[config.mk]
export PLATFORM = sky130hd
export DESIGN_NAME = pc_fetch_unit
export DESIGN_NICKNAME = d
export VERILOG_FILES = /design/src/rtl/pc_fetch_unit_pkg.sv /design/src/rtl/pc_fetch_unit_next_pc_sel.sv /design/src/rtl/pc_fetch_unit.sv
export SDC_FILE = /design/constraint.sdc
export NUM_CORES = 1
export LEC_CHECK = 0
export ABC_AREA = 1
export CAP_MARGIN = 10
export CELL_PAD_IN_SITES_DETAIL_PLACEMENT = 0
export CELL_PAD_IN_SITES_GLOBAL_PLACEMENT = 1
export CORE_MARGIN = 2
export CORE_UTILIZATION = 30
export CTS_CLUSTER_SIZE = 28
export DETAILED_ROUTE_END_ITERATION = 8
export HOLD_SLACK_MARGIN = 0.03
export PLACE_DENSITY = 0.8
export SYNTH_ARGS = -nofsm -noshare
export SYNTH_HDL_FRONTEND = slang
export SYNTH_SLANG_ARGS = --single-unit
[constraint.sdc]
create_clock -name clk -period 3.2 [get_ports clk]
set_input_delay 0.64 -clock clk [delete_from_list [all_inputs] [get_ports clk]]
set_output_delay 0.64 -clock clk [all_outputs]
set_load 0.05 [all_outputs]
[src/rtl/pc_fetch_unit_pkg.sv]
// pc_fetch_unit_pkg: shared FSM, reset PC and branch-unit control encodings
package pc_fetch_unit_pkg;
   typedef enum logic [1:0] {REQ = 2'd0, WAIT = 2'd1, HOLD = 2'd2} state_t;
   typedef enum logic [1:0] {CTL_SEQ = 2'b00, CTL_BRANCH = 2'b01, CTL_JUMP = 2'b10} ctl_t;
   localparam logic [31:0] RESET_PC_DEFAULT = 32'h0000_0000;
   localparam logic [31:0] WORD_BYTES = 32'd4;
   function automatic ctl_t ctl_enc(input logic jmp, input logic taken);
      return jmp ? CTL_JUMP : (taken ? CTL_BRANCH : CTL_SEQ);
   endfunction
endpackage

[src/rtl/pc_fetch_unit_next_pc_sel.sv]
// next_pc_sel: priority mux of jump target, taken-branch and sequential next PC
module next_pc_sel
   import pc_fetch_unit_pkg::*;
(
   input  logic        jmp,
   input  logic        branch,
   input  logic        br_cond,
   input  logic [31:0] pc_plus4,
   input  logic [31:0] offset,
   input  logic [31:0] target,
   output logic [31:0] next_pc
);
   ctl_t ctl;
   assign ctl = ctl_enc(jmp, branch & br_cond);
   assign next_pc = (ctl == CTL_JUMP) ? target : (ctl == CTL_BRANCH) ? pc_plus4 + offset : pc_plus4;
endmodule

[src/rtl/pc_fetch_unit.sv]
// pc_fetch_unit: architectural PC and request/response instruction fetch sequencer
module pc_fetch_unit
   import pc_fetch_unit_pkg::*;
#(
   parameter logic [31:0] RESET_PC = RESET_PC_DEFAULT
) (
   input  logic        clk,
   input  logic        rst,
   input  logic        jmp,
   input  logic        branch,
   input  logic        br_cond,
   input  logic [31:0] offset,
   input  logic [31:0] target,
   input  logic        stall,
   output logic        imem_req,
   output logic [31:0] imem_addr,
   input  logic        imem_ready,
   input  logic        imem_rvalid,
   input  logic [31:0] imem_rdata,
   output logic [31:0] instr,
   output logic        instr_valid,
   output logic [31:0] pc,
   output logic [31:0] pc_plus4,
   output logic [31:0] instr_cnt,
   output logic        resp_err
);
   state_t      state;
   logic [31:0] next_pc;
   next_pc_sel u_next_pc_sel (
      .jmp      (jmp),
      .branch   (branch),
      .br_cond  (br_cond),
      .pc_plus4 (pc_plus4),
      .offset   (offset),
      .target   (target),
      .next_pc  (next_pc)
   );
   assign imem_req    = state == REQ;
   assign instr_valid = state == HOLD;
   assign imem_addr   = pc;
   always_ff @(posedge clk) begin
      if (rst) begin
         state     <= REQ;
         pc        <= RESET_PC;
         pc_plus4  <= RESET_PC + WORD_BYTES;
         instr     <= 32'h0000_0000;
         instr_cnt <= 32'h0000_0000;
         resp_err  <= 1'b0;
      end else begin
         // a response is only legitimate while a fetch is outstanding
         if (imem_rvalid && state != WAIT) resp_err <= 1'b1;
         case (state)
            REQ:  if (imem_ready) state <= WAIT;
            WAIT: if (imem_rvalid) begin
               instr <= imem_rdata;
               state <= HOLD;
            end
            HOLD: if (!stall) begin
               pc        <= next_pc;
               pc_plus4  <= next_pc + WORD_BYTES;
               instr_cnt <= instr_cnt + 32'd1;
               state     <= REQ;
            end
            default: state <= REQ;
         endcase
      end
   end
endmodule
# Word level (Yosys, flattened, before mapping)

Index checks and enable logic that the tools add are counted.

Flip-flop bits (word level): 131
Input bits: 104
Output and inout bits: 163
Word-level logic and storage cells: 32

Add/sub/neg operators: 3
Eq/ne operators: 8
Mux-type cells: 8
Bitwise logic cells: 2
Reduce and logical (&&, ||, !) cells: 5

Operators with widths:

| operator                | count |
|---|---|
| $mux W32                | 2 |
| $add A32 B1 Y32 const B | 1 |
| $add A32 B3 Y32 const B | 1 |
| $add A32 B32 Y32        | 1 |
| $mux W2                 | 4 |
| $pmux W2 S3             | 1 |
| $eq A2 B1 Y1 const B    | 2 |
| $eq A2 B2 Y1 const B    | 2 |
| $ne A2 B1 Y1 const B    | 2 |
| $ne A2 B2 Y1 const B    | 2 |
| $reduce_and A2 Y1       | 2 |
| $reduce_and A3 Y1       | 1 |
| $logic_not A2 Y1        | 1 |
| $and A1 B1 Y1           | 1 |
| $logic_and A1 B1 Y1     | 1 |
| $mux W1                 | 1 |
| $not A1 Y1              | 1 |

# Depth between registers and ports, before layout

Gate-level depths: netlist of the first run.

Word-level depth: 7
Depth in mapped cells: 23

# Hierarchy

A second synthesis of the first run with hierarchy kept.

Cell total of the unflattened synthesis: 1,581
Area total of the unflattened synthesis: 9,327.7 sq um

Modules (own cells, without submodules):

| module        | times used | cells an instance | area an instance (sq um) | sequential area each (sq um) |
|---|---|---|---|---|
| pc_fetch_unit | 1          | 930               | 6,214.7                  | 2,582.5 |
| next_pc_sel   | 1          | 651               | 3,113.0                  | 0.0 |

# Worst setup path before layout of the first run

Ideal clock, no wire load.

Kind: register to register
Start: register imem_addr[0] (netlist name)
End: register pc_plus4[30]
Setup time: 0.109 ns
Arrival: 3.315 ns
Required time: 3.091 ns
Path slack: -0.224 ns
Cell stages (with the launch flop): 24
Path buffers: 0
Period minus slack after synthesis: 3.424 ns
Path through: dfxtp_1 ha_1 inv_1 fa_1 inv_1 nor2_1 o21ai_0 o21ai_0 o21bai_1 inv_1 ha_1 nand3_1 nor2_2 nand2_2 nor2_4 nand3_2 nor2_4 nand2_2 nor2_2 nand2_1 nand2_1 nand3_1 nand2_1 inv_1

RTL lines:

| element                | RTL line            | source |
|---|---|---|
| end signal: assignment | pc_fetch_unit.sv:45 | `pc_plus4 <= RESET_PC + WORD_BYTES;` |
| end signal: assignment | pc_fetch_unit.sv:60 | `pc_plus4 <= next_pc + WORD_BYTES;` |
| end: declaration       | pc_fetch_unit.sv:23 | `output logic [31:0] pc_plus4,` |

# Final worst setup path of the first run

Start: input offset[6]
End: register pc_plus4[21]

Cells in the longest elaborated chain, start to end: 4

RTL lines:

| element                | RTL line                        | source |
|---|---|---|
| start: declaration     | pc_fetch_unit.sv:12             | `input logic [31:0] offset,` |
| $add A32 B32 Y32       | pc_fetch_unit_next_pc_sel.sv:15 | `assign next_pc = (ctl == CTL_JUMP) ? target : (ctl == CTL_BRANCH) ? pc_plus4 + offset : pc_plus4;` |
| $mux W32 (2 in series) | pc_fetch_unit_next_pc_sel.sv:15 |  |
| $add A32 B3 Y32        | pc_fetch_unit.sv:60             |  |

Every way passes these cells.
A chain may end at the register's enable or synchronous reset.

==> results of run 1 <==
-- placed cells by master, fill, tap and decap left out, types with 4 or more instances in the layout --
| master | count |
|---|---|
| o21bai_1 | 8 |
| ha_2 | 4 |
| dfxtp_1 | 127 |
| inv_2 | 15 |
| a21oi_2 | 5 |
| ha_4 | 7 |
| nor2_2 | 22 |
| nand2_1 | 384 |
| clkinv_4 | 4 |
| nand2_2 | 29 |
| buf_4 | 155 |
| o21a_1 | 6 |
| inv_6 | 6 |
| nor2_4 | 16 |
| nor4_1 | 8 |
| inv_1 | 280 |
| a21oi_1 | 104 |
| ha_1 | 22 |
| nand4_1 | 26 |
| nand3_2 | 14 |
| clkbuf_16 | 17 |
| nand3_1 | 94 |
| a31oi_1 | 6 |
| xor2_1 | 12 |
| o211ai_1 | 6 |
| nor3_4 | 4 |
| o21ai_0 | 69 |
| nor3_1 | 21 |
| clkdlybuf4s50_1 | 258 |
| nor2_1 | 93 |
| o22ai_1 | 25 |
| dlymetal6s2s_1 | 6 |
-- cell type report --
| class | count | area share [%] |
|---|---|---|
| clock buffer | 17 | 3.01 |
| timing repair buffer | 424 | 27.5 |
| sequential | 129 | 18.3 |
| clock inverter | 15 | 1.21 |
| multi-input combinational | 1016 | 38.6 |
| inverter | 295 | 7.84 |
| tap | 396 | 3.51 |
-- flip-flops by register name, summed over array words and instances, names as in the netlist --
| name | flops |
|---|---|
| imem_addr | 32 |
| instr | 32 |
| resp_err | 1 |
| pc_plus4 | 30 |
| state | 2 |
| instr_cnt | 32 |
-- per-stage QoR --
step,setup TNS [ns],util [%]
after floorplan,0,-
after global placement,-9.95,43.3
after detailed placement,-11.68,43.3
after CTS,0,45.3
after global routing,-0.0177,46.2
final,0,46.2
-- worst paths after layout --
check	to	slack, ns
hold / removal	instr[15]	0.44
setup reg to reg	pc_plus4[20]	0.18
hold reg to reg	instr[15]	0.44
setup / recovery	pc_plus4[21]	0.16
-- power by group through the flow --
stage | clock network [mW] | logic (mW) | registers, mW
2_1_floorplan | 0 | 0.465 | 1.86
3_3_place_gp | 0 | 1.10 | 1.72
3_5_place_dp | 0 | 1.10 | 1.72
4_1_cts | 2.03 | 1.11 | 1.69
5_1_grt | 2.10 | 1.24 | 1.69
6_report | 1.99 | 1.15 | 1.69
-- repair_timing --
| action | CTS | global route |
|---|---|---|
| gates resized for setup | 3 | 69 |
| cloned | 0 | 0 |
| hold endpoints to repair | 0 | 0 |
| pin swaps | 3 | 15 |
| endpoints found under the setup margin | 16 | 20 |
| setup buffers | 2 | 2 |
-- logic make-up (layout without fill, tap and decap cells) --
kind of cell | count (synthesis) | in the layout
xor gates and xnor gates | 15 | 15
and+or+nand+nor | 725 | 725
buffers and inverters | 373 | 751
AOI/OAI and AO/OA | 242 | 242
DFF | 129 | 129
adders and majority gates | 34 | 34
-- critical path, cell delays in order --
cell	delay [ns]
clkdlybuf4s50_1	0.41
ha_2	0.38
nand2_2	0.11
nor2_4	0.14
nand3_2	0.09
nand2_2	0.11
nand2_1	0.05
nand3_1	0.11
nand2_1	0.13
inv_2	0.12
nand2_1	0.09
nor2_4	0.16
nand3_4	0.16
nor3_4	0.24
nand2_2	0.11
nor2_4	0.14
nand2_1	0.06
nand2_1	0.05
nor2_1	0.03
-- per-layer routing --
metal	GRT usage (%)	share of wire [%]
met3	2.99	5.3
met5	0	0
met1	27.3	46
met4	6.10	2.1
met2	34.2	46
==> flow_summary.yaml, run 1 <==
status:
  status: "finished clean"
cts:
  insertion_delay_ns: 0.42
  h-tree-depth: 4
  cts_hold_buf: 0
  cts_inserted_buffers: 17
  cts_root_buf: "clkbuf_16"
  cts_tree: "yes"
  path_clk_slew_ns: 0.06
  clkSinkCount: 129
  ctsLongestPathBuffers: 2
floorplanning:
  initial_core_util_pct: 30.4
  io_pins: 267
  core_area_sq_um: 30600
  die_w_um: 180
  dieArea_sq_um: 32400
  rows: 64
  die_h_um: 180
worst_setup_path:
  critPathRequiredTime_ns: 3.51
  arrival_ns: 3.35
  worst_r2r_path_depth: 21
  worstPathMaxFanout: 5
  critPathCaptureType: "register"
  r2r-start: "imem_addr[0]"
  criticalPathCategory: "in -> reg"
  cp-startpoint: "offset[6]"
  worstSetupStartpointType: "primary input"
synthesis:
  synth_adder_area_share_pct: 4.65
  yosys_register_bits: 129
  yosys.area_share.xor_xnor_pct: 1.41
  yosysTopAreaCell: "dfxtp_1"
  muxShareOfSynthArea_pct: 0
  synthArstFlopShare_pct: 0
  synth_compound_area_share_pct: 14.4
  synthCells: 1518
  synth.most_common_cell: "nand2_1"
  synth-simple-area-share_pct: 34.9
  syn_nets: 1656
  synth_area_sq_um: 9310
  synth_top_family_by_area: "simple AND/OR/NAND/NOR gates"
  synthTopCellsByCount: "nand2_1 (397), inv_1 (284), dfxtp_1 (129)"
  ys_seq_area_share_pct: 27.8
  yosysUniqueCellTypes: 47
  dominantRegCellSynth: "dfxtp_1"
  synthTopCellsByArea: "dfxtp_1 (28%), nand2_1 (16%), inv_1 (11%)"
  yosysWarnings: 0
  avgSynthCellArea_sq_um: 6.13
  synth_top_area_share_pct: 27.8
  synth_edf_count: 0
layout:
  drive_gt1_share_pct: 16.9
  instances_no_fill: 2292
  synthToLayoutAreaGrowth_pct: 51.8
  fillers: 3177
  multiInputGateArea_sq_um: 5450
  seq_area_sq_um: 2580
  antennaDiodeCount: 0
  final_area_sq_um: 14100
  fin_nets: 2021
sta:
  hold_slack_ns: 0.439
  period_needed_ns: 3.04
  slew_headroom_pct: 61.8
  timing_hold_violations_final: 0
  worst_pin_slew_ns: 0.568
  drv_slew: 0
  max_freq_mhz: 329
  worst_slack_ns: 0.162
  post-route-period-util_pct: 94.9
  fin_worst_skew_ns: 0.00726
  setup_violations: 0
placement:
  placed_area_sq_um: 13200
  numPortBuffers: 266
  hpwlAfterDp_um: 27400
  dp_cells: 2256
  place_worst_setup_slack_ns: -0.613
  place_congestion: 0.909
power_and_ir_drop:
  irDropWorstVdd_uv: 314
  power_mw: 4.82
  power.leakage_nw: 6.49
  clkPwrFrac_pct: 41.2
  swShare_pct: 31.4
  p_per_area_nw_per_um2: 341
  power_frac_comb_pct: 23.8
  p_int_mw: 3.31
  p_seq_share_pct: 35.0
  p_switching_mw: 1.51
worst_hold_path:
  hold_depth: 2
  hold_path_startpoint: "instr[15]"
  hp-class: "reg -> reg"
drt:
  via_per_inst: 4.61
  post-route-drc-count: 0
  via_count: 10555
  first_pass_iters: 5
  wl_per_cell_um: 15.0
  drtIter0Drc: 570
  wirelength_um: 34400
  drtAntennaViolNets: 0
global_routing:
  grtUsageTotal_pct: 20.4
  grt_max_degree: 83
  grt_pass1_wl_um: 52900
  grt_pass1_vias: 10067
  grt_overflow: 0
  antenna_found_initial: 0
job:
  max_cap_violations: 0
(Power assumes the default switching activity.)
==> run 2: changes to the inputs <==
--- a/config.mk
+++ b/config.mk
@@ -13,7 +13,7 @@
 export CORE_UTILIZATION = 30
 export CTS_CLUSTER_SIZE = 28
 export DETAILED_ROUTE_END_ITERATION = 8
-export HOLD_SLACK_MARGIN = 0.03
+export HOLD_SLACK_MARGIN = 0.02
 export PLACE_DENSITY = 0.8
 export SYNTH_ARGS = -nofsm -noshare
 export SYNTH_HDL_FRONTEND = slang
==> results of run 2 <==
Final layout, timing and power as in run 1 (identical DEF).
